<file path="src/rtl/axi_cc_pkg.sv">
// Shared widths and per-channel payload layouts for the AXI channel decoupler.
package axi_cc_pkg;

  localparam int ADDR_WIDTH = 32;
  localparam int DATA_WIDTH = 256;
  localparam int STRB_WIDTH = DATA_WIDTH / 8;

  localparam int AX_WIDTH = ADDR_WIDTH + 29;
  localparam int AW_WIDTH = AX_WIDTH;
  localparam int AR_WIDTH = AX_WIDTH;
  localparam int W_WIDTH  = DATA_WIDTH + STRB_WIDTH + 1;
  localparam int B_WIDTH  = 2;
  localparam int R_WIDTH  = DATA_WIDTH + 3;

  localparam logic [1:0] RESP_OKAY   = 2'b00;
  localparam logic [1:0] RESP_EXOKAY = 2'b01;
  localparam logic [1:0] RESP_SLVERR = 2'b10;
  localparam logic [1:0] RESP_DECERR = 2'b11;

  typedef struct packed {
    logic [ADDR_WIDTH-1:0] addr;
    logic [7:0]            len;
    logic [2:0]            size;
    logic [1:0]            burst;
    logic                  lock;
    logic [3:0]            cache;
    logic [2:0]            prot;
    logic [3:0]            region;
    logic [3:0]            qos;
  } ax_t;

  typedef struct packed {
    logic [DATA_WIDTH-1:0] data;
    logic [STRB_WIDTH-1:0] strb;
    logic                  last;
  } w_t;

  typedef struct packed {
    logic [1:0] resp;
  } b_t;

  typedef struct packed {
    logic [DATA_WIDTH-1:0] data;
    logic [1:0]            resp;
    logic                  last;
  } r_t;

endpackage

</file>
<file path="src/rtl/axi_cc_chan_buf.sv">
// Two-entry valid/ready buffer with registered ready, valid and head payload.
module axi_cc_chan_buf #(
  parameter int WIDTH = 8
) (
  input  logic             i_clk,
  input  logic             i_rst_n,
  input  logic [WIDTH-1:0] i_data,
  input  logic             i_valid,
  output logic             o_ready,
  output logic [WIDTH-1:0] o_data,
  output logic             o_valid,
  input  logic             i_ready
);

  logic [1:0]       r_cnt;
  logic [WIDTH-1:0] r_head;
  logic [WIDTH-1:0] r_tail;
  logic             r_in_rdy;
  logic             r_out_vld;

  logic       w_push;
  logic       w_pop;
  logic [1:0] w_cnt_nxt;

  assign w_push  = i_valid & r_in_rdy;
  assign w_pop   = r_out_vld & i_ready;
  assign o_ready = r_in_rdy;
  assign o_valid = r_out_vld;
  assign o_data  = r_head;

  always_comb begin
    w_cnt_nxt = r_cnt;
    if (w_push && !w_pop)
      w_cnt_nxt = r_cnt + 2'd1;
    else if (w_pop && !w_push)
      w_cnt_nxt = r_cnt - 2'd1;
  end

  // Head is the output register; tail only fills while head is held.
  always_ff @(posedge i_clk) begin
    if (!i_rst_n) begin
      r_cnt     <= '0;
      r_head    <= '0;
      r_tail    <= '0;
      r_in_rdy  <= 1'b0;
      r_out_vld <= 1'b0;
    end else begin
      r_cnt     <= w_cnt_nxt;
      r_in_rdy  <= (w_cnt_nxt != 2'd2);
      r_out_vld <= (w_cnt_nxt != 2'd0);
      if (w_push) begin
        if (r_cnt == 2'd0 || (r_cnt == 2'd1 && w_pop))
          r_head <= i_data;
        else
          r_tail <= i_data;
      end
      if (w_pop && r_cnt == 2'd2)
        r_head <= r_tail;
    end
  end

endmodule

</file>
<file path="src/rtl/axi_clock_converter.sv">
// AXI4 five-channel decoupler: each channel passes through its own 2-entry buffer.
module axi_clock_converter
  import axi_cc_pkg::*;
(
  input  logic                  s_axi_aclk,
  input  logic                  s_axi_aresetn,
  input  logic [ADDR_WIDTH-1:0] s_axi_awaddr,
  input  logic [7:0]            s_axi_awlen,
  input  logic [2:0]            s_axi_awsize,
  input  logic [1:0]            s_axi_awburst,
  input  logic                  s_axi_awlock,
  input  logic [3:0]            s_axi_awcache,
  input  logic [2:0]            s_axi_awprot,
  input  logic [3:0]            s_axi_awregion,
  input  logic [3:0]            s_axi_awqos,
  input  logic                  s_axi_awvalid,
  output logic                  s_axi_awready,
  input  logic [DATA_WIDTH-1:0] s_axi_wdata,
  input  logic [STRB_WIDTH-1:0] s_axi_wstrb,
  input  logic                  s_axi_wlast,
  input  logic                  s_axi_wvalid,
  output logic                  s_axi_wready,
  output logic [1:0]            s_axi_bresp,
  output logic                  s_axi_bvalid,
  input  logic                  s_axi_bready,
  input  logic [ADDR_WIDTH-1:0] s_axi_araddr,
  input  logic [7:0]            s_axi_arlen,
  input  logic [2:0]            s_axi_arsize,
  input  logic [1:0]            s_axi_arburst,
  input  logic                  s_axi_arlock,
  input  logic [3:0]            s_axi_arcache,
  input  logic [2:0]            s_axi_arprot,
  input  logic [3:0]            s_axi_arregion,
  input  logic [3:0]            s_axi_arqos,
  input  logic                  s_axi_arvalid,
  output logic                  s_axi_arready,
  output logic [DATA_WIDTH-1:0] s_axi_rdata,
  output logic [1:0]            s_axi_rresp,
  output logic                  s_axi_rlast,
  output logic                  s_axi_rvalid,
  input  logic                  s_axi_rready,
  input  logic                  m_axi_aclk,
  input  logic                  m_axi_aresetn,
  output logic [ADDR_WIDTH-1:0] m_axi_awaddr,
  output logic [7:0]            m_axi_awlen,
  output logic [2:0]            m_axi_awsize,
  output logic [1:0]            m_axi_awburst,
  output logic                  m_axi_awlock,
  output logic [3:0]            m_axi_awcache,
  output logic [2:0]            m_axi_awprot,
  output logic [3:0]            m_axi_awregion,
  output logic [3:0]            m_axi_awqos,
  output logic                  m_axi_awvalid,
  input  logic                  m_axi_awready,
  output logic [DATA_WIDTH-1:0] m_axi_wdata,
  output logic [STRB_WIDTH-1:0] m_axi_wstrb,
  output logic                  m_axi_wlast,
  output logic                  m_axi_wvalid,
  input  logic                  m_axi_wready,
  input  logic [1:0]            m_axi_bresp,
  input  logic                  m_axi_bvalid,
  output logic                  m_axi_bready,
  output logic [ADDR_WIDTH-1:0] m_axi_araddr,
  output logic [7:0]            m_axi_arlen,
  output logic [2:0]            m_axi_arsize,
  output logic [1:0]            m_axi_arburst,
  output logic                  m_axi_arlock,
  output logic [3:0]            m_axi_arcache,
  output logic [2:0]            m_axi_arprot,
  output logic [3:0]            m_axi_arregion,
  output logic [3:0]            m_axi_arqos,
  output logic                  m_axi_arvalid,
  input  logic                  m_axi_arready,
  input  logic [DATA_WIDTH-1:0] m_axi_rdata,
  input  logic [1:0]            m_axi_rresp,
  input  logic                  m_axi_rlast,
  input  logic                  m_axi_rvalid,
  output logic                  m_axi_rready
);

  ax_t w_aw_s, w_aw_m;
  ax_t w_ar_s, w_ar_m;
  w_t  w_w_s,  w_w_m;
  b_t  w_b_m,  w_b_s;
  r_t  w_r_m,  w_r_s;

  // The m-side clock/reset exist only for drop-in compatibility.
  logic w_unused;
  assign w_unused = m_axi_aclk ^ m_axi_aresetn;

  assign w_aw_s = {s_axi_awaddr, s_axi_awlen, s_axi_awsize,
                   s_axi_awburst, s_axi_awlock, s_axi_awcache,
                   s_axi_awprot, s_axi_awregion, s_axi_awqos};
  assign w_ar_s = {s_axi_araddr, s_axi_arlen, s_axi_arsize,
                   s_axi_arburst, s_axi_arlock, s_axi_arcache,
                   s_axi_arprot, s_axi_arregion, s_axi_arqos};
  assign w_w_s  = {s_axi_wdata, s_axi_wstrb, s_axi_wlast};
  assign w_b_m  = m_axi_bresp;
  assign w_r_m  = {m_axi_rdata, m_axi_rresp, m_axi_rlast};

  assign m_axi_awaddr   = w_aw_m.addr;
  assign m_axi_awlen    = w_aw_m.len;
  assign m_axi_awsize   = w_aw_m.size;
  assign m_axi_awburst  = w_aw_m.burst;
  assign m_axi_awlock   = w_aw_m.lock;
  assign m_axi_awcache  = w_aw_m.cache;
  assign m_axi_awprot   = w_aw_m.prot;
  assign m_axi_awregion = w_aw_m.region;
  assign m_axi_awqos    = w_aw_m.qos;

  assign m_axi_araddr   = w_ar_m.addr;
  assign m_axi_arlen    = w_ar_m.len;
  assign m_axi_arsize   = w_ar_m.size;
  assign m_axi_arburst  = w_ar_m.burst;
  assign m_axi_arlock   = w_ar_m.lock;
  assign m_axi_arcache  = w_ar_m.cache;
  assign m_axi_arprot   = w_ar_m.prot;
  assign m_axi_arregion = w_ar_m.region;
  assign m_axi_arqos    = w_ar_m.qos;

  assign m_axi_wdata = w_w_m.data;
  assign m_axi_wstrb = w_w_m.strb;
  assign m_axi_wlast = w_w_m.last;
  assign s_axi_bresp = w_b_s.resp;
  assign s_axi_rdata = w_r_s.data;
  assign s_axi_rresp = w_r_s.resp;
  assign s_axi_rlast = w_r_s.last;

  axi_cc_chan_buf #(.WIDTH(AW_WIDTH)) u_aw (
    .i_clk(s_axi_aclk), .i_rst_n(s_axi_aresetn),
    .i_data(w_aw_s), .i_valid(s_axi_awvalid), .o_ready(s_axi_awready),
    .o_data(w_aw_m), .o_valid(m_axi_awvalid), .i_ready(m_axi_awready)
  );

  axi_cc_chan_buf #(.WIDTH(W_WIDTH)) u_w (
    .i_clk(s_axi_aclk), .i_rst_n(s_axi_aresetn),
    .i_data(w_w_s), .i_valid(s_axi_wvalid), .o_ready(s_axi_wready),
    .o_data(w_w_m), .o_valid(m_axi_wvalid), .i_ready(m_axi_wready)
  );

  axi_cc_chan_buf #(.WIDTH(AR_WIDTH)) u_ar (
    .i_clk(s_axi_aclk), .i_rst_n(s_axi_aresetn),
    .i_data(w_ar_s), .i_valid(s_axi_arvalid), .o_ready(s_axi_arready),
    .o_data(w_ar_m), .o_valid(m_axi_arvalid), .i_ready(m_axi_arready)
  );

  axi_cc_chan_buf #(.WIDTH(B_WIDTH)) u_b (
    .i_clk(s_axi_aclk), .i_rst_n(s_axi_aresetn),
    .i_data(w_b_m), .i_valid(m_axi_bvalid), .o_ready(m_axi_bready),
    .o_data(w_b_s), .o_valid(s_axi_bvalid), .i_ready(s_axi_bready)
  );

  axi_cc_chan_buf #(.WIDTH(R_WIDTH)) u_r (
    .i_clk(s_axi_aclk), .i_rst_n(s_axi_aresetn),
    .i_data(w_r_m), .i_valid(m_axi_rvalid), .o_ready(m_axi_rready),
    .o_data(w_r_s), .o_valid(s_axi_rvalid), .i_ready(s_axi_rready)
  );

endmodule

</file>
<file path="config.mk">
export PLATFORM = sky130hd
export DESIGN_NAME = axi_clock_converter
export DESIGN_NICKNAME = d
export VERILOG_FILES = /design/src/rtl/axi_cc_pkg.sv /design/src/rtl/axi_cc_chan_buf.sv /design/src/rtl/axi_clock_converter.sv
export SDC_FILE = /design/constraint.sdc
export NUM_CORES = 2
export LEC_CHECK = 0
export ABC_CLOCK_PERIOD_IN_PS = 2520
export BUFFER_PORTS_ARGS = -buffer_cell sky130_fd_sc_hd__buf_2
export CAP_MARGIN = 10
export CORE_AREA = 5 5 532 534
export CTS_CLUSTER_DIAMETER = 60
export CTS_CLUSTER_SIZE = 8
export DETAILED_ROUTE_END_ITERATION = 8
export DIE_AREA = 0 0 537 539
export PLACE_DENSITY = 0.47
export SETUP_SLACK_MARGIN = 0.3
export SLEW_MARGIN = 20
export SYNTH_ARGS = -nofsm -noshare
export SYNTH_HDL_FRONTEND = slang
export SYNTH_SLANG_ARGS = --single-unit
</file>
<file path="constraint.sdc">
create_clock -name s_axi_aclk -period 2.52 [get_ports s_axi_aclk]
set_input_delay 0.378 -clock s_axi_aclk [delete_from_list [all_inputs] [get_ports s_axi_aclk]]
set_output_delay 0.378 -clock s_axi_aclk [all_outputs]
set_load 0.1 [all_outputs]
</file>
==> parameters.txt <==
Parameter                              Value

Finish
  Fill cell total of the finished layout ... ~30000
  Share of the core filled with cells ... a little over a quarter
  Signed area change from the synthesized netlist to the final layout ... 48.4%
  Footprint of the multi-input gates ... 22100 um2
  Total Nets Final ... ~8600
  Fin area ... ~76000 um2
  Count of non-filler cells in the finished layout ... around 12000
  Sequential standard cell area ... 27300 um2
  Ratio of cells with drive above 1 in the final layout ... between 20% and 30%

Synthesis
  Largest cells by area after synthesis ... sky130_fd_sc_hd__dfxtp_1 53%, sky130_fd_sc_hd__nand2_1 15%, sky130_fd_sc_hd__mux2i_1 13%
  Yosys warnings ... 0
  Leading area contributor after synthesis ... sky130_fd_sc_hd__dfxtp_1
  Fraction of synthesized cell area taken by the top area cell type ... between 50% and 60%
  Most frequently used cell type in the post-synthesis netlist ... sky130_fd_sc_hd__nand2_1
  Cell Area, Synth ... approximately 51000 um2
  Most frequent cells after synthesis ... 2024 x sky130_fd_sc_hd__nand2_1, 1364 x sky130_fd_sc_hd__dfxtp_1, 686 x sky130_fd_sc_hd__a21oi_1
  Number of synthesized register bits ... ~1400
  Ys async rst share ... 0%
  Number of flops mapped to enable cells by yosys ... 0
  Post-synthesis cell count ... about 6000
  Synthesized Nets ... ~6700
  Commonest register cell after synthesis ... sky130_fd_sc_hd__dfxtp_1
  Mean instance size in the synthesized netlist ... between 8 and 9 um2
  Number of different library cells in the post-synthesis netlist ... 34
  Sequential-to-total area share from yosys stat ... about 53%

Route
  Routed wire length per instance ... 21.7 um
  Total length of routed wires ... approximately 250 mm
  Drt pass-1 iters ... 5
  Total via count in the routed design ... about 50000
  DR DRC count ... 0
  Count of routing violations after the opening detailed-route iteration ... 3268
  Detail-routed via count per cell ... 4.31
  Count of antenna-violating nets left after detailed routing ... 0

Critical path
  Critical Path Max Stage Delay ... 0.62 ns
  Worst Path Required ... about 2.1 ns
  Cell Chain, Critical Path ... buf_6
  Worst path arrival time ... approximately 1.8 ns
  CP startpoint kind ... register
  Start-to-end type of the worst setup path ... register to output pin
  Largest fanout on the critical path ... 2
  Kind of cell adding the most delay to the critical path ... flip-flops
  Critical-path cell with the highest stage delay ... sky130_fd_sc_hd__dfxtp_1
  Category of the worst setup path capture point ... output pin
  Buf+Inv Stages, Crit Path ... 1

Place
  Post-placement worst setup slack ... between 0.2 and 0.3 ns
  Cell count after placement ... 10745
  Placer's final routability congestion estimate ... about 0.89
  Post-place instance area ... 62700 um2
  Dpl hpwl ... approximately 180 mm
  Port Buffer Count ... around 1400

Timing
  Rel. slew slack ... between 40% and 50%
  RSZ-0062 raised after global routing ... no
  Post-Route Hold Slack ... approximately 0.33 ns
  Transition time at the pin with the least slew margin ... 0.855 ns
  Min Clock Period, post-route ... 2.15 ns
  Final clock skew ... 0.0372 ns
  Number of setup violations in the final report ... 0
  Peak Freq ... between 400 and 500 MHz
  Post-route fraction of the period consumed by the critical path ... a little under nine tenths
  Setup_tns ... 0 ns
  Setup WS post-layout ... ~0.37 ns
  Hold Vio Cnt, Final ... 0
  Max Transition Viols Final ... 0

Pwr
  Worst vdd ir ... ~0.56 mV
  Pwr Density ... around 1000 nW/um2
  Leakage dissipation ... around 29 nW
  Overall power ... 75.4 mW

Die
  Die Y-Extent ... roughly 540 um
  Boundary pin count ... ~1400
  Core area ... 278000 um2
  Die extent in x ... ~540 um
  Number of rows in the core area ... a little under 200
  Initial core utilization ... between 10% and 20%
  Die Outline Area ... between 200000 and 300000 um2

Clocking
  TritonCTS buffer count ... 204
  Number of buffers between clock root and the deepest sink ... 4
  Total number of H-tree levels ... 4
  Sinks on Clock Net ... 1364
  Clock tree from TritonCTS ... yes
  Clock-pin slew reported for the worst setup and hold paths after clock tree synthesis ... roughly 0.050 ns
  Source-to-sink clock delay at the later pin of the worst-skew pair ... approximately 0.85 ns
  Root buffer cell ... sky130_fd_sc_hd__clkbuf_16

Global routing
  Antenna violations before repair ... 86
  Maximum number of pins on one net before global-route repair ... approximately 110
  Leftover overflow at the end of global routing ... 0
  Via count of the first global-routing pass ... approximately 50000
  Global-route usage over all layers ... approximately 16%
  First-pass GRT wire length ... around 360 mm

Min path
  Min-Delay Path Class ... input port to register

Outcome
  Status ... complete, no violations

Flow run
  # Max-Cap Violations ... 0
[final timing paths]
check | cells after the start | startpoint | endpoint | slack [ns]
max | 1 | u_w.o_data[246] | m_axi_wdata[213] | 0.37
min | 4 | m_axi_rdata[219] | u_r.r_tail[222] | 0.33
max reg2reg | 9 | u_w.r_cnt[1] | u_w.o_data[203] | 0.41
min reg2reg | 2 | u_ar.r_tail[16] | u_ar.o_data[16] | 0.43
[logic make-up after synthesis]
logic type / synth area share, %
fa+ha+maj: 0.366
xor+xnor: 0.0342
flops: 53.2
compound gates: 13.8
mux: 13.3
buf+inv: 3.97
simple gates: 15.2
[repair_timing]
| action | CTS | global route |
|---|---|---|
| pin swaps | 0 | 3 |
| buffers inserted | 1 | 8 |
| gates cloned | 1 | 6 |
| gates resized for setup | 126 | 11 |
| hold endpoints to repair | 1354 | 0 |
| endpoints found under the setup margin | 170 | 359 |
| hold buffers | 685 | 0 |
[registers in the layout, indices dropped and copies added, names as in the netlist, 2 cells and up]
| register | count |
|---|---|
| u_b.r_tail | 2 |
| u_r.r_tail | 259 |
| u_w.r_cnt | 2 |
| u_aw.r_tail | 61 |
| u_b.o_data | 2 |
| u_r.o_data | 259 |
| u_b.r_cnt | 2 |
| u_ar.r_tail | 61 |
| u_ar.r_cnt | 2 |
| u_aw.o_data | 61 |
| u_w.r_tail | 289 |
| u_ar.o_data | 61 |
| u_aw.r_cnt | 2 |
| u_w.o_data | 289 |
| u_r.r_cnt | 2 |
[placed cells by master, fill, tap and decap left out, drive strengths merged, types with 5 or more instances in the layout]
master       netlist  layout
nor2              14      14
dfxtp           1364    1364
a21oi            686     686
inv               13      17
clkbuf           223     227
diode              0      50
ha                15      15
mux2i            684     684
buf              215    1493
o221a              6       6
nand2           2024    2024
dlygate4sd3        0     685
nand3             14      14
a31oi              5       5
bufinv             0       7
clkinv             0      17
o21ai            677     677
[layout make-up]
cell class / count / area share (%)
flip-flops and latches: 1364 / 35.9
multi-input cells: 4156 / 29.0
repair buffers: 2189 / 21.2
clock buffers: 217 / 6.87
well taps: 3724 / 6.12
clock inverters: 30 / 0.669
diodes: 50 / 0.164
inverters: 13 / 0.0740
[power by group]
group | internal, mW | switching, mW
clock network | 15.3 | 10.1
logic | 6.16 | 18.3
registers | 24.1 | 1.53
[per-layer routing]
layer | wire length (um) | track usage [%] | up-vias | part of all wire, %
met5 | 274 | 0 | - | 0.11
met4 | 9790 | 6.02 | 40 | 3.8
met3 | 28000 | 6.72 | 447 | 11
met2 | 110000 | 25.4 | 2039 | 43
met1 | 106000 | 20.6 | 24210 | 42
li1 | - | - | 23847 | -
No activity file was read; power rests on OpenSTA's default activity.
